$ cat src/rtl/display_update_ctrl.sv
// Update sequencer for the serialized display output stage.
// Collects rewrite requests (time change, blink phase change, config request,
// periodic refresh) into two pending flags and runs one transfer at a time,
// config first. Time and decimal points are snapshotted at transfer start so
// the display stage sees stable data until it acknowledges.
//
// Handshake with the display stage: o_stb is held high while in a REQ state
// and may overlap the first busy cycle; the transfer is accepted on the first
// clock where i_busy is sampled high. It is complete on the single-cycle
// i_ack pulse seen in WAIT. Any i_ack outside WAIT is ignored. If no ack
// arrives within TIMEOUT_CYCLES in WAIT, the transfer is aborted and re-queued.
module display_update_ctrl #(
  parameter int unsigned REFRESH_CYCLES = 10_000_000,
  parameter int unsigned TIMEOUT_CYCLES = 4096
) (
  input  logic       i_clk,
  input  logic       i_reset,
  input  logic       i_time_change,
  input  logic [4:0] i_hours,
  input  logic [5:0] i_minutes,
  input  logic [5:0] i_seconds,
  input  logic       i_colon_en,
  input  logic       i_blink,
  input  logic       i_config_req,
  input  logic       i_busy,
  input  logic       i_ack,
  output logic       o_stb,
  output logic       o_write_config,
  output logic [4:0] o_hours,
  output logic [5:0] o_minutes,
  output logic [5:0] o_seconds,
  output logic [5:0] o_dp,
  output logic       o_timeout,
  output logic [1:0] o_state
);

  typedef enum logic [1:0] {
    S_IDLE     = 2'd0,
    S_CFG_REQ  = 2'd1,
    S_DISP_REQ = 2'd2,
    S_WAIT     = 2'd3
  } state_t;

  localparam logic [31:0] REFRESH_LAST = 32'(REFRESH_CYCLES - 1);
  localparam logic [15:0] TMO_LAST     = 16'(TIMEOUT_CYCLES - 1);
  // Colon dots sit on the hours LSD (bit 1) and minutes LSD (bit 3).
  localparam logic [5:0]  COLON_DP     = 6'b001010;

  state_t      state;
  state_t      state_next;
  logic        cfg_pending;
  logic        disp_pending;
  logic        blink_q;
  logic [31:0] refresh_cnt;
  logic [15:0] tmo_cnt;
  logic        cfg_xfer_q;

  logic        start_cfg;
  logic        start_disp;
  logic        abort;
  logic        refresh_hit;
  logic        blink_evt;
  logic        cfg_set;
  logic        disp_set;

  assign refresh_hit = (refresh_cnt == REFRESH_LAST);
  assign blink_evt   = (i_blink != blink_q);
  // An aborted transfer re-queues its own type so it is retried.
  assign cfg_set     = i_config_req | refresh_hit | (abort & cfg_xfer_q);
  assign disp_set    = i_time_change | blink_evt | refresh_hit | (abort & ~cfg_xfer_q);

  // State register.
  always_ff @(posedge i_clk or posedge i_reset) begin
    if (i_reset) state <= S_IDLE;
    else         state <= state_next;
  end

  // Next-state logic and transfer start/abort strobes.
  always_comb begin
    state_next = state;
    start_cfg  = 1'b0;
    start_disp = 1'b0;
    abort      = 1'b0;
    case (state)
      S_IDLE: begin
        if (cfg_pending) begin
          state_next = S_CFG_REQ;
          start_cfg  = 1'b1;
        end else if (disp_pending) begin
          state_next = S_DISP_REQ;
          start_disp = 1'b1;
        end
      end
      S_CFG_REQ, S_DISP_REQ: begin
        if (i_busy) state_next = S_WAIT;
      end
      S_WAIT: begin
        if (i_ack) begin
          state_next = S_IDLE;
        end else if (tmo_cnt == TMO_LAST) begin
          state_next = S_IDLE;
          abort      = 1'b1;
        end
      end
      default: state_next = S_IDLE;
    endcase
  end

  // Handshake outputs decoded from registered state; config flag holds through WAIT.
  always_comb begin
    o_stb          = 1'b0;
    o_write_config = 1'b0;
    case (state)
      S_CFG_REQ: begin
        o_stb          = 1'b1;
        o_write_config = 1'b1;
      end
      S_DISP_REQ: o_stb = 1'b1;
      S_WAIT:     o_write_config = cfg_xfer_q;
      default: ;
    endcase
  end

  assign o_state = state;

  // Pending flags: a set in the same cycle as a clear wins.
  always_ff @(posedge i_clk or posedge i_reset) begin
    if (i_reset) begin
      cfg_pending  <= 1'b1;
      disp_pending <= 1'b1;
    end else begin
      if (cfg_set)        cfg_pending <= 1'b1;
      else if (start_cfg) cfg_pending <= 1'b0;
      if (disp_set)        disp_pending <= 1'b1;
      else if (start_disp) disp_pending <= 1'b0;
    end
  end

  // Blink edge register and free-running refresh counter.
  always_ff @(posedge i_clk or posedge i_reset) begin
    if (i_reset) begin
      blink_q     <= 1'b0;
      refresh_cnt <= '0;
    end else begin
      blink_q     <= i_blink;
      refresh_cnt <= refresh_hit ? '0 : refresh_cnt + 32'd1;
    end
  end

  // Transfer timeout counter: cleared on every state change, saturating.
  always_ff @(posedge i_clk or posedge i_reset) begin
    if (i_reset)                   tmo_cnt <= '0;
    else if (state_next != state)  tmo_cnt <= '0;
    else if (state != S_IDLE && tmo_cnt != TMO_LAST) tmo_cnt <= tmo_cnt + 16'd1;
  end

  // Snapshot of display data and transfer type, taken only on IDLE->REQ.
  always_ff @(posedge i_clk or posedge i_reset) begin
    if (i_reset) begin
      o_hours    <= '0;
      o_minutes  <= '0;
      o_seconds  <= '0;
      o_dp       <= '0;
      cfg_xfer_q <= 1'b0;
    end else if (start_cfg | start_disp) begin
      o_hours    <= i_hours;
      o_minutes  <= i_minutes;
      o_seconds  <= i_seconds;
      o_dp       <= (i_colon_en & i_blink) ? COLON_DP : 6'b000000;
      cfg_xfer_q <= start_cfg;
    end
  end

  // Sticky timeout indication, cleared only by reset.
  always_ff @(posedge i_clk or posedge i_reset) begin
    if (i_reset)    o_timeout <= 1'b0;
    else if (abort) o_timeout <= 1'b1;
  end

endmodule

$ cat config.mk
export PLATFORM = sky130hd
export DESIGN_NAME = display_update_ctrl
export DESIGN_NICKNAME = d
export VERILOG_FILES = /design/src/rtl/display_update_ctrl.sv
export SDC_FILE = /design/constraint.sdc
export NUM_CORES = 1
export LEC_CHECK = 0
export ABC_AREA = 1
export CORE_ASPECT_RATIO = 1.75
export CORE_MARGIN = 1.5
export CORE_UTILIZATION = 25
export CTS_BUF_LIST = sky130_fd_sc_hd__clkbuf_8
export CTS_CLUSTER_SIZE = 28
export DETAILED_ROUTE_END_ITERATION = 8
export GPL_TIMING_DRIVEN = 1
export SYNTH_ARGS = -nofsm -noshare
export SYNTH_HDL_FRONTEND = slang
export SYNTH_SLANG_ARGS = --single-unit
$ cat constraint.sdc
create_clock -name i_clk -period 3.2 [get_ports i_clk]
set_input_delay 0.96 -clock i_clk [delete_from_list [all_inputs] [get_ports i_clk]]
set_output_delay 0.96 -clock i_clk [all_outputs]
set_load 0.01 [all_outputs]
==> flow_summary_export.csv <==
group,metric,value,unit
status,status,"completed",
global_route,grt_pass1_vias,3405,
synthesis,yosys_warnings,0,
synthesis,synth_area_leaders,"dfrtp_1 45%, nand2_1 14%, nor2_1 7.0%",
synthesis,avgSynthCellArea,7.80,um^2
worst_setup_path,critical-path-top-delay-family,"buffers and inverters",
drt,met2_length,5550,um
clock_tree,cts_tree,"built",
synthesis,synth_top_family_by_area,"simple AND/OR/NAND/NOR gates",
synthesis,synth_largest_area_cell,"dfrtp_1",
min_path,whs_path_depth,2,
final_layout,num_antenna_cells,0,
synthesis,yosys.area_share.adder,1.59,%
synthesis,async_flop_share,100,%
global_route,grt_pass1_wl,15900,um
synthesis,seq_area_frac_synth,46.4,%
worst_setup_path,cp_cell_sequence,"inv_1, ha_1, clkdlybuf4s50_1",
drt,drc,0,
worst_setup_path,crit_path_end_kind,"primary output",
min_path,hp-class,"register to register",
final_layout,area_growth,22.6,%
final_layout,drive_gt1_share,9.03,%
drt,drt-met1-wl,3450,um
worst_setup_path,ff2ff_path_depth,7,
timing,relSlewSlack,65.5,%
timing,period_needed,2.77,ns
synthesis,synth_compound_area_share,2.35,%
clock_tree,cts.repair.resized,0,
clock_tree,cts.clk_slew.worst_paths,0.09,ns
clock_tree,htreeDepth,3,
final_layout,final_common_cell,"nand2_1",
synthesis,synth_seq_cells,73,
worst_setup_path,cp.arrival,1.81,ns
timing,setup_viol,0,
placement,post-place-ws,0.806,ns
timing,setup_slack,0.431,ns
clock_tree,cts.path.max_buffers,2,
worst_setup_path,worstReg2RegEnd,"o_dp[1]$_DFFE_PP0P_",
pwr,irDropWorstVdd,0.227,mV
clock_tree,root_buffer,"clkbuf_8",
timing,rsz0062_at_grt,"no",
synthesis,synth-edff-count,0,
clock_tree,clock-sinks,73,
timing,tightest_slew,0.515,ns
final_layout,nNetsFinal,590,
drt,antenna_left,0,
floorplanning,dieHeight,169,um
drt,top_layer,"met4",
min_path,whs_endpoint,"o_seconds[5]$_DFFE_PP0P_",
clock_tree,cts_buffers,9,
final_layout,final_cell_mix,"146 x nand2_1, 74 x nor2_1, 71 x dfrtp_1",
clock_tree,postCtsSetupBuffers,0,
synthesis,postSynthCellCount,506,
global_route,grt_max_degree,74,
floorplanning,initial_core_util,25.6,%
timing,hold_viol,0,
global_route,grt_use_total,12.4,%
worst_setup_path,start_kind,"register",
final_layout,final_util,31.4,%
synthesis,syn_area,3950,um^2
timing,finalSetupTns,0,ns
placement,routabilityCongestion,0.953,
worst_setup_path,crit_type,"register to primary output",
min_path,hold_start,"o_seconds[5]$_DFFE_PP0P_",
clock_tree,ctsHoldBuffers,0,
timing,skew,0.0109,ns
worst_setup_path,crit_path_max_fanout,6,
synthesis,synthSimpleGateAreaFrac,33.5,%
drt,routed_wl,9820,um
synthesis,synth_ff_type,"dfrtp_1",
worst_setup_path,crit_buf_inv,2,
floorplanning,die_x,98.0,um
global_route,antenna_found_initial,0,
drt,vias,3291,
worst_setup_path,cpPeakStageDelay,0.55,ns
timing,maxSlewViolCount,0,
worst_setup_path,required,2.24,ns
worst_setup_path,crit_path_top_delay_cell,"clkdlybuf4s50_1",
final_layout,fillCellCount,1650,
worst_setup_path,reg2reg_from,"o_state[0]$_DFF_PP0_",
synthesis,synth.distinct_cells,33,
synthesis,netlist.area_leader.share,45.0,%
pwr,powerDensity,631,nW/um^2
drt,first_pass_iters,6,
drt,drt_iter0_drc,145,
synthesis,synth_mux_area_share,0,%
placement,port_buffers,48,
drt,wl_met3,188,um
job,maxCapViolCount,0,
floorplanning,io_pins,53,
worst_setup_path,regToRegSetupSlack,1.24,ns
clock_tree,clkLatencyLatePin,0.37,ns
drt,vias_per_cell,4.38,
drt,avgRoutedWirePerCell,13.1,um
floorplanning,die_area,16600,um^2
global_route,overflow,0,
timing,post-route-period-util,86.5,%
synthesis,synth_xor_area_share,8.21,%
floorplanning,fp-row-count,60,
floorplanning,fp.coreArea,15400,um^2
placement,hpwl,7510,um
timing,fmax,361,MHz
pwr,leakage,0.00221,uW
through the flow:
| step | instances | area, um^2 | hold slack [ns] | power (uW) |
|---|---|---|---|---|
| after floorplan | 509 | 3960 | 0.463 | 1860 |
| after global placement | 735 | 4630 | 0.453 | 2310 |
| after detailed placement | 735 | 4630 | 0.458 | 2320 |
| after CTS | 751 | 4840 | 0.479 | 3120 |
| after global routing | 751 | 4840 | 0.506 | 3280 |
| final | 751 | 4840 | 0.476 | 3060 |
synth_stat cells (2+ instances only):
library cell	number
a21o_1	2
a21oi_1	2
buf_2	3
buf_4	6
dfrtp_1	71
dfstp_2	2
ha_1	5
inv_1	49
inv_2	13
nand2_1	146
nand2_2	5
nand2_4	3
nand3_1	23
nand3_2	2
nand4_1	7
nor2_1	74
nor2_4	2
nor3_1	23
nor3_2	3
nor3b_1	3
nor4_1	6
o21ai_0	6
o21bai_1	4
or2_0	2
xnor2_1	11
xor2_1	26
how the worst max path moves through the flow:
stage                         start                endpoint  slack [ns]  cells after the start
2_1_floorplan               i_reset       blink_q$_DFF_PP0_        0.39                      1
3_3_place_gp   o_state[0]$_DFF_PP0_                   o_stb        0.83                      3
3_5_place_dp                  i_ack  tmo_cnt[9]$_DFFE_PP0P_        0.81                      9
4_1_cts        o_state[0]$_DFF_PP0_                   o_stb        0.40                      3
5_1_grt        o_state[0]$_DFF_PP0_                   o_stb        0.32                      3
6_report       o_state[0]$_DFF_PP0_                   o_stb        0.43                      3
worst register-to-register path, cell delays in order, from the launching register on:
cell,delay [ns]
dfrtp_1,0.46
inv_1,0.14
ha_1,0.31
nand3_1,0.17
nand2_1,0.11
clkinv_1,0.42
nand2_1,0.19
nand2_1,0.07
final cells by class:
| class | count | area, um^2 | area share [%] |
|---|---|---|---|
| multi-input cells | 362 | 1820 | 37.5 |
| repair buffers | 51 | 515 | 10.7 |
| clock inverters | 7 | 85.1 | 1.76 |
| clock buffers | 9 | 124 | 2.56 |
| inverters | 63 | 236 | 4.89 |
| flip-flops and latches | 73 | 1830 | 37.8 |
| well taps | 186 | 233 | 4.81 |
logic make-up (layout without fill, tap and decap cells):
kind of cell,after synthesis,count (layout)
xor gates and xnor gates,37,37
AOI/OAI and AO/OA,15,15
other,1,4
adders and majority gates,5,5
buffers and inverters,74,130
DFF,73,73
and+or+nand+nor,301,301
routing by layer:
metal  GRT usage, %  up-vias
met2           23.9       55
li1               -     1668
met4           8.51        0
met5              0        -
met1           11.2     1534
met3           2.68       34
power by group:
group,switching [uW],internal [uW]
sequential,86.3,1080
combinational,650,465
clock,403,376
total,1140,1920
flip-flops by register name, indices dropped and copies added (netlist names), 2 cells and up:
register	flops
o_minutes	6
o_hours	5
refresh_cnt	32
o_seconds	6
o_state	2
tmo_cnt	16
Power figures use the tool's default switching activity.
